**src/rtl/pbs_pkg.sv**
```systemverilog
// pbs_pkg: shared move-table defaults, resolver state encoding and LFSR taps.
package pbs_pkg;
    typedef enum logic [1:0] {IDLE, ROLL, RESP} state_t;

    // x^8+x^6+x^5+x^4+1 mapped onto a left-shifting register (bits 7,5,4,3)
    localparam logic [7:0] LFSR_TAPS = 8'hB8;

    localparam int DEF_DMG [4] = '{3, 7, 10, 15};
    localparam int DEF_ACC [4] = '{15, 12, 10, 5};

    function automatic int def_dmg(input int i);
        return i < 4 ? DEF_DMG[i] : 0;
    endfunction

    function automatic int def_acc(input int i);
        return i < 4 ? DEF_ACC[i] : -1;
    endfunction
endpackage

```
**src/rtl/pbs_lfsr8.sv**
```systemverilog
// pbs_lfsr8: free-running 8-bit Fibonacci LFSR, reloads SEED on reset.
module pbs_lfsr8
    import pbs_pkg::*;
#(
    parameter logic [7:0] SEED = 8'hA5
) (
    input  logic       clk,
    input  logic       rst_n,
    output logic [7:0] q
);
    always_ff @(posedge clk or negedge rst_n)
        if (!rst_n) q <= SEED;
        else q <= {q[6:0], ^(q & LFSR_TAPS)};
endmodule

```
**src/rtl/move_resolver.sv**
```systemverilog
// move_resolver: table-driven move resolution with PP budget and LFSR accuracy roll.
// Define MOVE_RESOLVER_CRIT_EN to enable critical hits with saturating double damage.
module move_resolver
    import pbs_pkg::*;
#(
    parameter int         NUM_MOVES = 4,
    parameter int         DMG_W     = 4,
    parameter int         ACC_W     = 4,
    parameter int         PP_INIT   = 8,
    parameter logic [7:0] LFSR_SEED = 8'hA5,
    localparam int        IW        = $clog2(NUM_MOVES),
    localparam int        PW        = $clog2(PP_INIT + 1)
) (
    input  logic             clk,
    input  logic             rst_n,
    input  logic             req_valid,
    output logic             req_ready,
    input  logic [IW-1:0]    req_move,
    output logic             rsp_valid,
    input  logic             rsp_ready,
    output logic             rsp_hit,
    output logic [DMG_W-1:0] rsp_dmg,
    output logic             rsp_no_pp,
    output logic             rsp_crit,
    output logic [PW-1:0]    rsp_pp_left,
    input  logic             pp_refill,
    input  logic             cfg_we,
    input  logic [IW-1:0]    cfg_idx,
    input  logic [DMG_W-1:0] cfg_dmg,
    input  logic [ACC_W-1:0] cfg_acc
);
    state_t state, state_nx;
    logic [7:0] lfsr;
    logic [DMG_W-1:0] dmg_tab [NUM_MOVES];
    logic [ACC_W-1:0] acc_tab [NUM_MOVES];
    logic [PW-1:0] pp [NUM_MOVES];
    logic [IW-1:0] idx, sel;
    logic [DMG_W-1:0] l_dmg, dmg_nx;
    logic [ACC_W-1:0] l_acc;
    logic [PW-1:0] pp_cur;
    logic no_pp, hit, crit;

    pbs_lfsr8 #(.SEED(LFSR_SEED)) u_lfsr (.clk(clk), .rst_n(rst_n), .q(lfsr));

    assign sel       = 32'(req_move) < NUM_MOVES ? req_move : '0;
    assign req_ready = state == IDLE;
    assign rsp_valid = state == RESP;

    always_comb begin
        pp_cur   = pp[idx];
        no_pp    = pp_cur == '0;
        hit      = !no_pp && (&l_acc || lfsr[ACC_W-1:0] < l_acc);
        crit     = 1'b0;
        dmg_nx   = hit ? l_dmg : '0;
`ifdef MOVE_RESOLVER_CRIT_EN
        crit     = hit && lfsr[7:4] == 4'b0000;
        if (crit) dmg_nx = l_dmg[DMG_W-1] ? '1 : {l_dmg[DMG_W-2:0], 1'b0};
`endif
        state_nx = state == IDLE && req_valid ? ROLL :
                   state == ROLL              ? RESP :
                   state == RESP && rsp_ready ? IDLE : state;
    end

    always_ff @(posedge clk or negedge rst_n)
        if (!rst_n) state <= IDLE;
        else state <= state_nx;

    always_ff @(posedge clk or negedge rst_n) begin
        if (!rst_n) begin
            idx         <= '0;
            l_dmg       <= '0;
            l_acc       <= '0;
            rsp_hit     <= 1'b0;
            rsp_dmg     <= '0;
            rsp_no_pp   <= 1'b0;
            rsp_crit    <= 1'b0;
            rsp_pp_left <= '0;
            for (int i = 0; i < NUM_MOVES; i++) begin
                dmg_tab[i] <= DMG_W'(def_dmg(i));
                acc_tab[i] <= ACC_W'(def_acc(i));
                pp[i]      <= PW'(PP_INIT);
            end
        end else begin
            if (req_ready && req_valid) begin
                idx   <= sel;
                l_dmg <= dmg_tab[sel];
                l_acc <= acc_tab[sel];
            end
            if (cfg_we) begin
                dmg_tab[cfg_idx] <= cfg_dmg;
                acc_tab[cfg_idx] <= cfg_acc;
            end
            if (state == ROLL) begin
                rsp_hit     <= hit;
                rsp_dmg     <= dmg_nx;
                rsp_no_pp   <= no_pp;
                rsp_crit    <= crit;
                rsp_pp_left <= pp_refill ? PW'(PP_INIT) : no_pp ? '0 : pp_cur - PW'(1);
                if (!no_pp) pp[idx] <= pp_cur - PW'(1);
            end
            // refill is applied last so it overrides a same-cycle decrement
            if (pp_refill)
                for (int i = 0; i < NUM_MOVES; i++) pp[i] <= PW'(PP_INIT);
        end
    end
endmodule

```
**config.mk**
```make
export PLATFORM = sky130hd
export DESIGN_NAME = move_resolver
export DESIGN_NICKNAME = d
export VERILOG_FILES = /design/src/rtl/pbs_pkg.sv /design/src/rtl/pbs_lfsr8.sv /design/src/rtl/move_resolver.sv
export SDC_FILE = /design/constraint.sdc
export NUM_CORES = 1
export LEC_CHECK = 0
export ABC_AREA = 1
export ABC_CLOCK_PERIOD_IN_PS = 1600
export CAP_MARGIN = 20
export CELL_PAD_IN_SITES_DETAIL_PLACEMENT = 1
export CELL_PAD_IN_SITES_GLOBAL_PLACEMENT = 2
export CORE_MARGIN = 2
export CORE_UTILIZATION = 32
export CTS_CLUSTER_DIAMETER = 200
export DETAILED_ROUTE_END_ITERATION = 8
export GPL_TIMING_DRIVEN = 0
export PLACE_DENSITY_LB_ADDON = 0.1
export SLEW_MARGIN = 20
export SYNTH_ARGS = -nofsm -noshare
export SYNTH_HDL_FRONTEND = slang
export SYNTH_SLANG_ARGS = --single-unit
```
**constraint.sdc**
```tcl
create_clock -name clk -period 1.6 [get_ports clk]
set_input_delay 0.16 -clock clk [delete_from_list [all_inputs] [get_ports clk]]
set_output_delay 0.16 -clock clk [all_outputs]
set_load 0.05 [all_outputs]
```
==> summary.md <==
| Metric | Value |
|---|---|
| Status | `finished, violations left` |
| Failing checks | `setup timing` |
| Top Ports | `31` |
| Wire length of the first global-routing pass | `15.9 mm` |
| Worst Path Max Fanout | `5` |
| Total chip power | `approximately 4 mW` |
| Pre-CTS setup slack | `-0.306 ns` |
| Final Max Slew Viols | `0` |
| Max IR drop VDD | `between 0.3 and 0.4 mV` |
| Deepest clock path buffer count | `2` |
| Worst-path clk slew | `around 0.08 ns` |
| Minimum clock period | `roughly 1.8 ns` |
| Critical Setup Path Class | `reg -> reg` |
| Antenna violations before repair | `0` |
| CTS sink count | `78` |
| DR iter-0 viols | `roughly 120` |
| Filler cells | `1,252` |
| TritonCTS Buffers | `9` |
| Die Area | `11,900 um2` |
| Req. time, crit path | `between 1.5 and 2 ns` |
| Mean post-synth cell area | `between 8 and 9 um2` |
| Commonest cells after routing, fill and taps aside | `nand2_1, o21ai_0, dfrtp_1` |
| Placed cell count | `around 570` |
| Root Driver | `clkbuf_8` |
| CTS H-tree lvls | `3` |
| Final cell count without fillers | `between 600 and 700` |
| MaxCap Viol Count | `0` |
| Gpl congestion | `around 0.74` |
| CTS tree | `built` |
| CP Launch Type | `flip-flop` |
| All-Layer GR Usage | `0.178` |
| Worst-Margin Slew | `about 0.95 ns` |
| Final hold viol count | `0` |
| Port buffer count | `28` |
| Fraction of layout cells with a size suffix above 1 | `0.283` |
| Final-stage net count | `between 400 and 500` |
| Drt drc | `0` |
| Synthesized Nets | `428` |
| Gr ovfl total | `0` |
| Final Cycle Share | `1.13` |
| Setup violators final | `26` |
| Row cnt | `38` |
| Synth unique cells | `28` |
| Initial core utilization | `0.327` |
| Leak | `about 2.2 nW` |
| Post-DP HPWL | `around 6.3 mm` |
| Commonest non-fill, non-tap cell in the layout | `nand2_1` |
| Drt first pass iters | `4` |
| Cells after Synth | `slightly above 400` |
| Final Skew | `0.00776 ns` |
| Die Wd | `109 um` |
| Ant. Diodes | `0` |
| Cell Pwr Density | `a little under 900 nW/um2` |
| Flop2flop setup slack | `-0.21 ns` |
| Slew headroom | `0.360` |
| Worst reg2reg path startpoint | `idx[0]$_DFFE_PN0P_` |
| Clk_lat worst skew | `around 0.36 ns` |
| R2r endpoint | `pp[10]$_DFFE_PN0P_` |
| RSZ-0062 raised after global routing | `yes` |
| Synth Warn # | `0` |
| Count of state elements after synthesis | `approximately 80` |
| DRT antenna net count | `0` |
| Die H | `between 100 and 150 um` |
| Min-Delay Path Class | `in -> async` |
| Vias in the first global route | `2,948` |
| Top achievable clock speed | `about 550 MHz` |
| Core area | `10,800 um2` |
| Largest net degree at the start of global routing | `41` |
| Synth Cell Area | `~3500 um2` |
| Wire per inst | `15.8 um` |
| Area growth, synth to finish | `31.1%` |
| Vias per inst | `roughly 4.8` |
| Worst setup margin | `-0.207 ns` |
| Reg2Reg Depth | `11` |
| Vias after detailed routing | `about 2,900` |
| CP Data Arrival Time | `just over 2 ns` |
| CP Capture Type | `flip-flop` |
| Register area share after synthesis | `0.560` |
| Routed WL | `9.71 mm` |
stage by stage:
| step | utilization | area, um2 | setup TNS [ns] | hold slack, ns |
|---|---|---|---|---|
| 2_1_floorplan | - | 3580 | -0.758 | -0.136 |
| 3_3_place_gp | 0.373 | 4040 | -180.38 | 0.347 |
| 3_5_place_dp | 0.374 | 4060 | -9.93 | 0.172 |
| 4_1_cts | 0.414 | 4490 | -3.39 | 0.326 |
| 5_1_grt | 0.429 | 4650 | -6.90 | 0.345 |
| 6_report | 0.429 | 4650 | -3.98 | 0.315 |
report_power, final:
part / internal (mW) / switching [mW]
clock: 0.609 / 0.719
sequential: 2.18 / 0.0731
combinational: 0.170 / 0.273
worst max-delay path: stages, from the launching register on:
cell     delay (ns)
dfrtp_2        0.46
buf_6          0.16
nand3_2        0.07
nand2_2        0.07
nor2_4         0.16
buf_6          0.13
ha_4           0.13
inv_1          0.05
nor2_1         0.22
nor2_4         0.10
nand3_1        0.09
nand2_1        0.05
worst max-delay path by stage:
stage                                   to  depth (start not counted)  slack, ns                from
global placement         pp[1]$_DFFE_PN0P_                          1      -2.56               rst_n
global route             pp[1]$_DFFE_PN0P_                         10      -0.31  idx[0]$_DFFE_PN0P_
CTS                    rsp_hit$_DFFE_PN0P_                         11      -0.16  idx[0]$_DFFE_PN0P_
finish                  pp[10]$_DFFE_PN0P_                         11      -0.21  idx[0]$_DFFE_PN0P_
floorplan               pp[12]$_DFFE_PN0P_                         11      -0.09  idx[0]$_DFFE_PN0P_
detailed placement  rsp_dmg[3]$_DFFE_PN0P_                         11      -0.31  idx[0]$_DFFE_PN0P_
routing by layer:
layer	track usage	share of wire	routed length, um
met1	0.260	0.52	5060
met2	0.262	0.44	4250
met3	0.0305	0.024	236
met4	0.0732	0.017	162
met5	0	0	0
timing repair:
action	4_1_cts	5_1_grt
endpoints found under the hold margin	18	0
endpoints found under the setup margin	39	27
pin swaps	25	21
hold buffers	1	0
buffers inserted	13	9
gates resized for setup	55	25
cloned	2	0
synthesized netlist by cell type:
| cell type | n | area, um2 |
|---|---|---|
| o31ai_1 | 1 | 7.51 |
| nand3_1 | 45 | 225 |
| or2_2 | 1 | 6.26 |
| nand4_1 | 1 | 6.26 |
| buf_1 | 2 | 7.51 |
| dfstp_2 | 29 | 762 |
| xnor2_1 | 2 | 17.5 |
| a31oi_1 | 2 | 12.5 |
| buf_4 | 2 | 15.0 |
| dfrtp_1 | 49 | 1230 |
| clkbuf_1 | 9 | 33.8 |
| nor2_2 | 3 | 18.8 |
| nand3_2 | 5 | 50.1 |
| xor2_1 | 1 | 8.76 |
| inv_1 | 27 | 101 |
| nand2_2 | 2 | 12.5 |
| nor2_1 | 32 | 120 |
| a21oi_1 | 2 | 10.0 |
| buf_6 | 2 | 22.5 |
| o22ai_1 | 6 | 37.5 |
| inv_2 | 3 | 11.3 |
| nor2_8 | 1 | 20.0 |
| ha_1 | 5 | 62.6 |
| nand2_1 | 105 | 394 |
| conb_1 | 1 | 3.75 |
| o21ai_1 | 5 | 25.0 |
| o21ai_0 | 59 | 295 |
| nor2_4 | 3 | 33.8 |
final cells by class:
type                       count  area (um2)  area share
timing repair buffer          54         492       0.106
clock inverter                 1        5.00     0.00108
buffer                        14        78.8      0.0169
tap                          140         175      0.0377
sequential                    78        1990       0.428
multi-input combinational    282        1640       0.353
inverter                      30         113      0.0242
clock buffer                  15         156      0.0336
sequential cells by signal, indices dropped and copies added (netlist names):
| register | cells |
|---|---|
| pp | 16 |
| rsp_pp_left | 4 |
| rsp_no_pp | 1 |
| rsp_hit | 1 |
| u_lfsr.q | 8 |
| acc_tab | 16 |
| idx | 2 |
| rsp_dmg | 4 |
| state | 2 |
| l_dmg | 4 |
| dmg_tab | 16 |
| l_acc | 4 |
logic make-up (layout without fill, tap and decap cells):
logic type	count (synthesis)	in the layout	share of synthesized area
other	1	1	0.00106
AO/OA/AOI/OAI	75	75	0.109
AND/OR/NAND/NOR	198	198	0.250
adder cells (fa/ha/maj)	5	5	0.0176
flip-flops	78	78	0.560
XOR/XNOR	3	3	0.00741
buffers and inverters	45	114	0.0540
(Power assumes the default switching activity.)
